<file path="src/rtl/alu_seq_if.sv">
// Operand/result handshake bundle for alu_seq.
// master = operand source + result consumer, slave = the ALU.
interface alu_seq_if #(
    parameter int WIDTH = 8
);
    logic                 in_valid;
    logic                 in_ready;
    logic [WIDTH-1:0]     a;
    logic [WIDTH-1:0]     b;
    logic [2:0]           sel;
    logic                 out_valid;
    logic                 out_ready;
    logic [2*WIDTH-1:0]   result;
    logic                 zero;
    logic                 carry;

    modport master (
        output in_valid, a, b, sel, out_ready,
        input  in_ready, out_valid, result, zero, carry
    );

    modport slave (
        input  in_valid, a, b, sel, out_ready,
        output in_ready, out_valid, result, zero, carry
    );
endinterface

</file>
<file path="src/rtl/alu_seq.sv">
// Registered 8-op ALU with valid/ready flow control,
// zero/carry flags and a shift-add multi-cycle multiply.
module alu_seq #(
    parameter  int WIDTH = 8,
    localparam int SHW   = $clog2(WIDTH)
) (
    input  logic      clk,
    input  logic      rst,
    alu_seq_if.slave  bus
);
    typedef enum logic [1:0] {
        IDLE,
        MUL,
        DONE
    } state_t;

    localparam logic [2:0] OP_MUL = 3'd7;

    state_t               state;
    logic [2*WIDTH-1:0]   acc;
    logic [2*WIDTH-1:0]   mcand;
    logic [WIDTH-1:0]     mplier;
    logic [SHW-1:0]       cnt;

    logic                 accept;
    logic [2*WIDTH-1:0]   step;
    logic [2*WIDTH-1:0]   op_res;
    logic                 op_carry;
    logic [WIDTH:0]       sum;
    logic [WIDTH:0]       diff;
    logic [SHW-1:0]       sh;

    assign bus.in_ready = (state == IDLE) ||
                          (state == DONE && bus.out_ready);
    assign accept = bus.in_valid && bus.in_ready;

    // partial-product add for the current multiplier bit
    assign step = acc + (mplier[0] ? mcand : '0);

    always_comb begin
        sum      = {1'b0, bus.a} + {1'b0, bus.b};
        diff     = {1'b0, bus.a} - {1'b0, bus.b};
        sh       = bus.b[SHW-1:0];
        op_res   = '0;
        op_carry = 1'b0;
        case (bus.sel)
            3'd0: begin
                op_res   = {{(WIDTH-1){1'b0}}, sum};
                op_carry = sum[WIDTH];
            end
            3'd1: begin
                op_res   = {{WIDTH{1'b0}}, diff[WIDTH-1:0]};
                op_carry = diff[WIDTH];
            end
            3'd2: op_res = {{WIDTH{1'b0}}, bus.a & bus.b};
            3'd3: op_res = {{WIDTH{1'b0}}, bus.a | bus.b};
            3'd4: op_res = {{WIDTH{1'b0}}, bus.a ^ bus.b};
            3'd5: op_res = {{WIDTH{1'b0}}, (bus.a << sh)};
            3'd6: op_res = {{WIDTH{1'b0}}, (bus.a >> sh)};
            default: begin
                op_res   = '0;
                op_carry = 1'b0;
            end
        endcase
    end

    always_ff @(posedge clk or posedge rst) begin
        if (rst) begin
            state         <= IDLE;
            bus.out_valid <= 1'b0;
            bus.result    <= '0;
            bus.zero      <= 1'b0;
            bus.carry     <= 1'b0;
            acc           <= '0;
            mcand         <= '0;
            mplier        <= '0;
            cnt           <= '0;
        end else begin
            case (state)
                IDLE, DONE: begin
                    if (accept && bus.sel == OP_MUL) begin
                        state         <= MUL;
                        bus.out_valid <= 1'b0;
                        acc           <= '0;
                        mcand         <= {{WIDTH{1'b0}}, bus.a};
                        mplier        <= bus.b;
                        cnt           <= SHW'(WIDTH - 1);
                    end else if (accept) begin
                        state         <= DONE;
                        bus.out_valid <= 1'b1;
                        bus.result    <= op_res;
                        bus.zero      <= (op_res == '0);
                        bus.carry     <= op_carry;
                    end else if (state == DONE && bus.out_ready) begin
                        state         <= IDLE;
                        bus.out_valid <= 1'b0;
                    end
                end
                MUL: begin
                    acc    <= step;
                    mcand  <= mcand << 1;
                    mplier <= mplier >> 1;
                    cnt    <= cnt - 1'b1;
                    // last step: publish the completed product
                    if (cnt == '0) begin
                        state         <= DONE;
                        bus.out_valid <= 1'b1;
                        bus.result    <= step;
                        bus.zero      <= (step == '0);
                        bus.carry     <= 1'b0;
                    end
                end
                default: state <= IDLE;
            endcase
        end
    end
endmodule

</file>
<file path="src/flat_wrapper.sv">
// flat-port wrapper written by rule: the top's interface ports become plain ports
module alu_seq_flat 
#(
    parameter  int WIDTH = 8,
    localparam int SHW   = $clog2(WIDTH)
)
  (clk, rst, bus_in_valid, bus_a, bus_b, bus_sel, bus_out_ready, bus_in_ready, bus_out_valid, bus_result, bus_zero, bus_carry);
  alu_seq_if #(.WIDTH(WIDTH)) bus_i ();
  input  logic clk;
  input  logic rst;
  input wire logic [$bits(bus_i.in_valid)-1:0] bus_in_valid;
  input wire logic [$bits(bus_i.a)-1:0] bus_a;
  input wire logic [$bits(bus_i.b)-1:0] bus_b;
  input wire logic [$bits(bus_i.sel)-1:0] bus_sel;
  input wire logic [$bits(bus_i.out_ready)-1:0] bus_out_ready;
  output wire logic [$bits(bus_i.in_ready)-1:0] bus_in_ready;
  output wire logic [$bits(bus_i.out_valid)-1:0] bus_out_valid;
  output wire logic [$bits(bus_i.result)-1:0] bus_result;
  output wire logic [$bits(bus_i.zero)-1:0] bus_zero;
  output wire logic [$bits(bus_i.carry)-1:0] bus_carry;
  assign bus_i.in_valid = bus_in_valid;
  assign bus_i.a = bus_a;
  assign bus_i.b = bus_b;
  assign bus_i.sel = bus_sel;
  assign bus_i.out_ready = bus_out_ready;
  assign bus_in_ready = bus_i.in_ready;
  assign bus_out_valid = bus_i.out_valid;
  assign bus_result = bus_i.result;
  assign bus_zero = bus_i.zero;
  assign bus_carry = bus_i.carry;
  alu_seq #(.WIDTH(WIDTH)) u_core (.clk(clk), .rst(rst), .bus(bus_i));
endmodule
</file>
<file path="config.mk">
export PLATFORM = sky130hd
export DESIGN_NAME = alu_seq_flat
export DESIGN_NICKNAME = d
export VERILOG_FILES = /design/src/rtl/alu_seq_if.sv /design/src/rtl/alu_seq.sv /design/src/flat_wrapper.sv
export SDC_FILE = /design/constraint.sdc
export NUM_CORES = 1
export LEC_CHECK = 0
export BUFFER_PORTS_ARGS = -buffer_cell sky130_fd_sc_hd__buf_4
export CORE_MARGIN = 5
export CORE_UTILIZATION = 55
export CTS_CLUSTER_SIZE = 30
export DETAILED_ROUTE_END_ITERATION = 8
export GPL_TIMING_DRIVEN = 0
export PLACE_DENSITY_LB_ADDON = 0.08
export SYNTH_ARGS = -nofsm -noshare
export SYNTH_HDL_FRONTEND = slang
export SYNTH_SLANG_ARGS = --single-unit
</file>
<file path="constraint.sdc">
create_clock -name clk -period 7.1 [get_ports clk]
set_input_delay 1.42 -clock clk [delete_from_list [all_inputs] [get_ports clk]]
set_output_delay 1.42 -clock clk [all_outputs]
set_load 0.01 [all_outputs]
</file>
==> metrics.md <==
| Metric | Value |
|---|---|
| Result of the run | complete, no violations |
| Worst max-slew margin expressed relative to the limit | 0.378 |
| Final period utilization | 0.639 |
| Number of nets in the finished design | 733 |
| Setup repair after global routing missed its margin | false |
| Avg Inst Size Synth | 8.53 um^2 |
| Synthesized-area fraction occupied by adder cells | 0.112 |
| Critical Path Slowest Stage Cell | or3b_1 |
| Wire length of the first global-routing pass | 23500 um |
| Detailed-routing iteration count for the pre-antenna-repair pass | 5 |
| Area of placed instances | 0.00571 mm^2 |
| Depth of the worst hold-timing path | 1 |
| Category of the critical setup timing path | in2reg |
| Drt first-iter violations | 359 |
| Mean routed wirelength per cell | 18.2 um |
| Vias in the first global route | 4576 |
| Die Outline Area | 0.0115 mm^2 |
| Post-synthesis net count | 679 |
| Portion of synthesized cell area occupied by the leading cell type | 0.307 |
| Die X-Extent | 107 um |
| Count of instances resized after the clock tree is built | 0 |
| Max cap viols | 0 |
| Clock latency at the later pin of the worst-skew pair | 0.35 ns |
| Highest attainable clock frequency | 220 MHz |
| Most prevalent standard cell on the critical path | clkbuf_1 |
| Routability congestion estimate from global placement | 0.943 |
| Post-Synth XOR/XNOR Area | 0.0252 |
| Initial antenna violation count | 1 |
| Power per cell area | 271 mW/mm^2 |
| Syn. warnings | 0 |
| Synth unique cells | 66 |
| Sequential cell area | roughly 0.0016 mm^2 |
| Crit path launch type | input pin |
| Mux share of post-synthesis cell area | 0.0910 |
| Min cycle time layout | 4.54 ns |
| Sum of buffers and inverters on the critical path | 5 |
| Clock slew at the register clock pins of the worst setup and hold paths | ~0.07 ns |
| Crit path cell chain | buf_4 > clkbuf_1 > inv_1 > clkbuf_1 > ha_1 > clkbuf_1 > o21bai_1 > a211oi_1 > nor4_1 > or3b_1 > nor2_1 > nand4b_1 > o31ai_1 > a31o_1 |
| Port Buffers | 42 |
| Final setup skew | 0.0155 ns |
| Count of unresolved DRC violations after routing | 0 |
| Number of gates on the worst path with buffers counted | 14 |
| Sum Neg Setup Slack | 0 ns |
| Path type of the worst min-delay path | reg2reg |
| Root cell of the clock tree | clkbuf_8 |
| Pin slew with the least headroom to its limit | slightly above 0.9 ns |
| Post-Route WL | between 10000 and 15000 um |
| Quantity of hold-fixing buffers added after cts | 0 |
| Number of failing setup endpoints in the final timing report | 0 |
| Maximum fanout along the worst path | 11 |
| Starting density of the core | 0.564 |
| Via-per-instance ratio | 6.16 |
| Post-synthesis instance area | 0.00521 mm^2 |
| Filler cell count in the final layout | between 800 and 900 |
| Post-synthesis cell count | ~610 |
| Top Ports | 43 |
| Worst reg-to-reg path cell count | 12 |
| Non-Filler Cell Area, Final | 0.00588 mm^2 |
| Kind of end point of the critical path | flop |
| Diodes inserted | 0 |
| DP HPWL | 11200 um |
| Dominant cell type by area after synthesis | dfrtp_1 |
| Maximum VDD drop | between 0.15 and 0.2 mV |
| Floorplan die height | 107 um |
| Ratio of cells with drive above 1 in the final layout | 0.121 |
| Maximum number of pins on one net before global-route repair | 41 |
| Total clock buffers created by CTS | 9 |
| Share of async-settable or async-resettable flops after synthesis | 1.00 |
| Multi-input gate area in the final layout | 0.00334 mm^2 |
| Dominant register cell in the synthesized netlist | dfrtp_1 |
| Layout overhead on the synthesized area | 12.8% |
| Count of pins over their slew limit | 0 |
| Routed Antenna Nets | 0 |
| Kind of cell with the highest combined delay on the critical path | buffers and inverters |
| Count of flip-flops with a built-in enable after synthesis | 0 |
| Site Rows | 35 |
| Yosys reg bits | 64 |
| CP Data Arrival Time | 4.82 ns |
| Synthesized-area fraction occupied by and/or/nand/nor cells | 0.208 |
| Largest cells by area after synthesis | dfrtp_1 (31%), ha_1 (10%), nand2_1 (6.1%), o21ai_0 (5.3%), mux2i_1 (4.4%) |
| Dominant combinational cell family by area after synthesis | simple AND/OR/NAND/NOR gates |
| Number of sinks handled by clock tree synthesis | 64 |
| Clock tree from TritonCTS | built |
| Remaining global-route overflow | 0 |
| Post-CTS repair timing setup buffer count | 0 |
| Delay of the slowest cell on the worst path | 0.42 ns |
| H-tree levels | 3 |
| Number of hold violations in the final report | 0 |
| Area of the core | approximately 0.0092 mm^2 |
| Sequential cell area fraction in the yosys report | 0.307 |
| Number of buffers between clock root and the deepest sink | 2 |
| Synthesized-area fraction occupied by ao, oa, aoi and oai cells | 0.204 |
| Total vias in the final route | ~4900 |
| Total track usage | 0.258 |
| Req. time, crit path | approximately 7.4 ns |
| Leakage component of the power | 2.71 nW |
-- cells in the final DEF, fill, tap and decap left out, types with 8 or more instances in the layout --
cell / netlist / final
ha_1: 42 / 42
o21ai_0: 55 / 55
and2_1: 19 / 19
or2_2: 8 / 8
nand3_1: 11 / 11
nor2b_1: 8 / 8
nand2_1: 85 / 85
nor3_1: 13 / 13
xnor2_1: 8 / 8
clkbuf_8: 0 / 11
a211oi_1: 9 / 9
buf_4: 0 / 42
dfrtp_1: 64 / 64
a21oi_1: 26 / 26
clkbuf_1: 30 / 31
mux2i_1: 23 / 23
nand2b_1: 11 / 11
nor2_1: 32 / 32
inv_1: 33 / 32
a21o_1: 11 / 11
-- metal layers --
| metal | part of all wire | vias to the layer above | track usage |
|---|---|---|---|
| met5 | 0.00083 | - | 0 |
| met4 | 0.013 | 2 | 0.0594 |
| met3 | 0.094 | 21 | 0.0600 |
| met2 | 0.43 | 236 | 0.373 |
| met1 | 0.46 | 2351 | 0.390 |
| li1 | - | 2307 | - |
-- power by group --
| part | switching, W | total (W) | internal, W |
|---|---|---|---|
| sequential | 0.0000923 | 0.000590 | 0.000497 |
| combinational | 0.000410 | 0.000715 | 0.000305 |
| clock | 0.000146 | 0.000289 | 0.000143 |
| total | 0.000648 | 0.00159 | 0.000945 |
-- cells in the mapped netlist (3+ instances only) --
cell / instances
o211ai_1: 3
nor2_1: 32
or2_2: 8
nor4_1: 3
or4_1: 3
o21a_1: 4
nor3_1: 13
nand4_1: 4
a31oi_1: 7
o2111ai_1: 4
a22oi_1: 3
mux2_2: 3
a221oi_1: 3
fa_1: 3
nand2_1: 85
mux2i_1: 23
and3_1: 4
a21o_1: 11
and2_1: 19
dfrtp_1: 64
o21ai_0: 55
nand3b_1: 5
buf_1: 3
o22ai_1: 4
nor2b_1: 8
clkbuf_1: 30
mux4_2: 7
a32o_1: 5
inv_1: 33
a211oi_1: 9
or3_1: 4
ha_1: 42
xnor2_1: 8
a21oi_1: 26
nand2b_1: 11
nand3_1: 11
o31ai_1: 4
a211o_1: 4
xor2_1: 7
-- through the flow --
step | hold WS, ns | worst slack [ns] | util | power, W | cells
floorplan | 0.445 | 3.02 | - | 0.00107 | 611
global placement | 0.459 | 2.34 | 0.615 | 0.00127 | 782
detailed placement | 0.468 | 2.31 | 0.618 | 0.00130 | 783
CTS | 0.477 | 2.66 | 0.636 | 0.00159 | 798
global route | 0.511 | 2.37 | 0.636 | 0.00171 | 798
finish | 0.477 | 2.56 | 0.636 | 0.00159 | 798
-- cell type report --
type | instances | share of cell area
multi-input cells | 478 | 0.568
clock buffers | 12 | 0.0264
repair buffers | 43 | 0.0570
flip-flops and latches | 64 | 0.272
inverters | 33 | 0.0211
clock inverters | 3 | 0.00298
plain buffers | 36 | 0.0247
well taps | 129 | 0.0275
-- logic make-up after synthesis --
| group | Yosys count |
|---|---|
| buffers and inverters | 69 |
| AOI/OAI and AO/OA | 163 |
| DFF | 64 |
| adders and majority gates | 45 |
| xor gates and xnor gates | 15 |
| muxes | 35 |
| and+or+nand+nor | 220 |
-- worst paths after layout --
| check | startpoint | end | slack [ns] |
|---|---|---|---|
| max reg2reg | u_core.mplier[0] | u_core.bus.zero | 3.45 |
| min reg2reg | u_core.cnt[0] | u_core.cnt[0] | 0.48 |
| max | bus_b[2] | u_core.bus.zero | 2.56 |
| min | u_core.cnt[0] | u_core.cnt[0] | 0.48 |
| max in group asynchronous | rst | u_core.bus.carry | 5.35 |
| min in group asynchronous | rst | u_core.acc[4] | 1.13 |
-- registers in the layout (all words and copies together), names as in the netlist --
register / count
u_core.cnt: 3
u_core.acc: 16
u_core.bus.zero: 1
u_core.mcand: 16
u_core.state: 2
u_core.bus.out_valid: 1
u_core.bus.carry: 1
u_core.mplier: 8
u_core.bus.result: 16
-- worst reg2reg max path: stages, from the launching register on --
cell	delay, ns
dfrtp_1	0.46
clkbuf_1	0.22
and2_1	0.18
ha_1	0.20
fa_1	0.43
a21o_1	0.20
a22oi_1	0.29
a21boi_1	0.19
o311ai_1	0.38
xor2_1	0.43
nand2b_1	0.13
nor4b_1	0.31
a31o_1	0.18
Power figures use the tool's default switching activity.
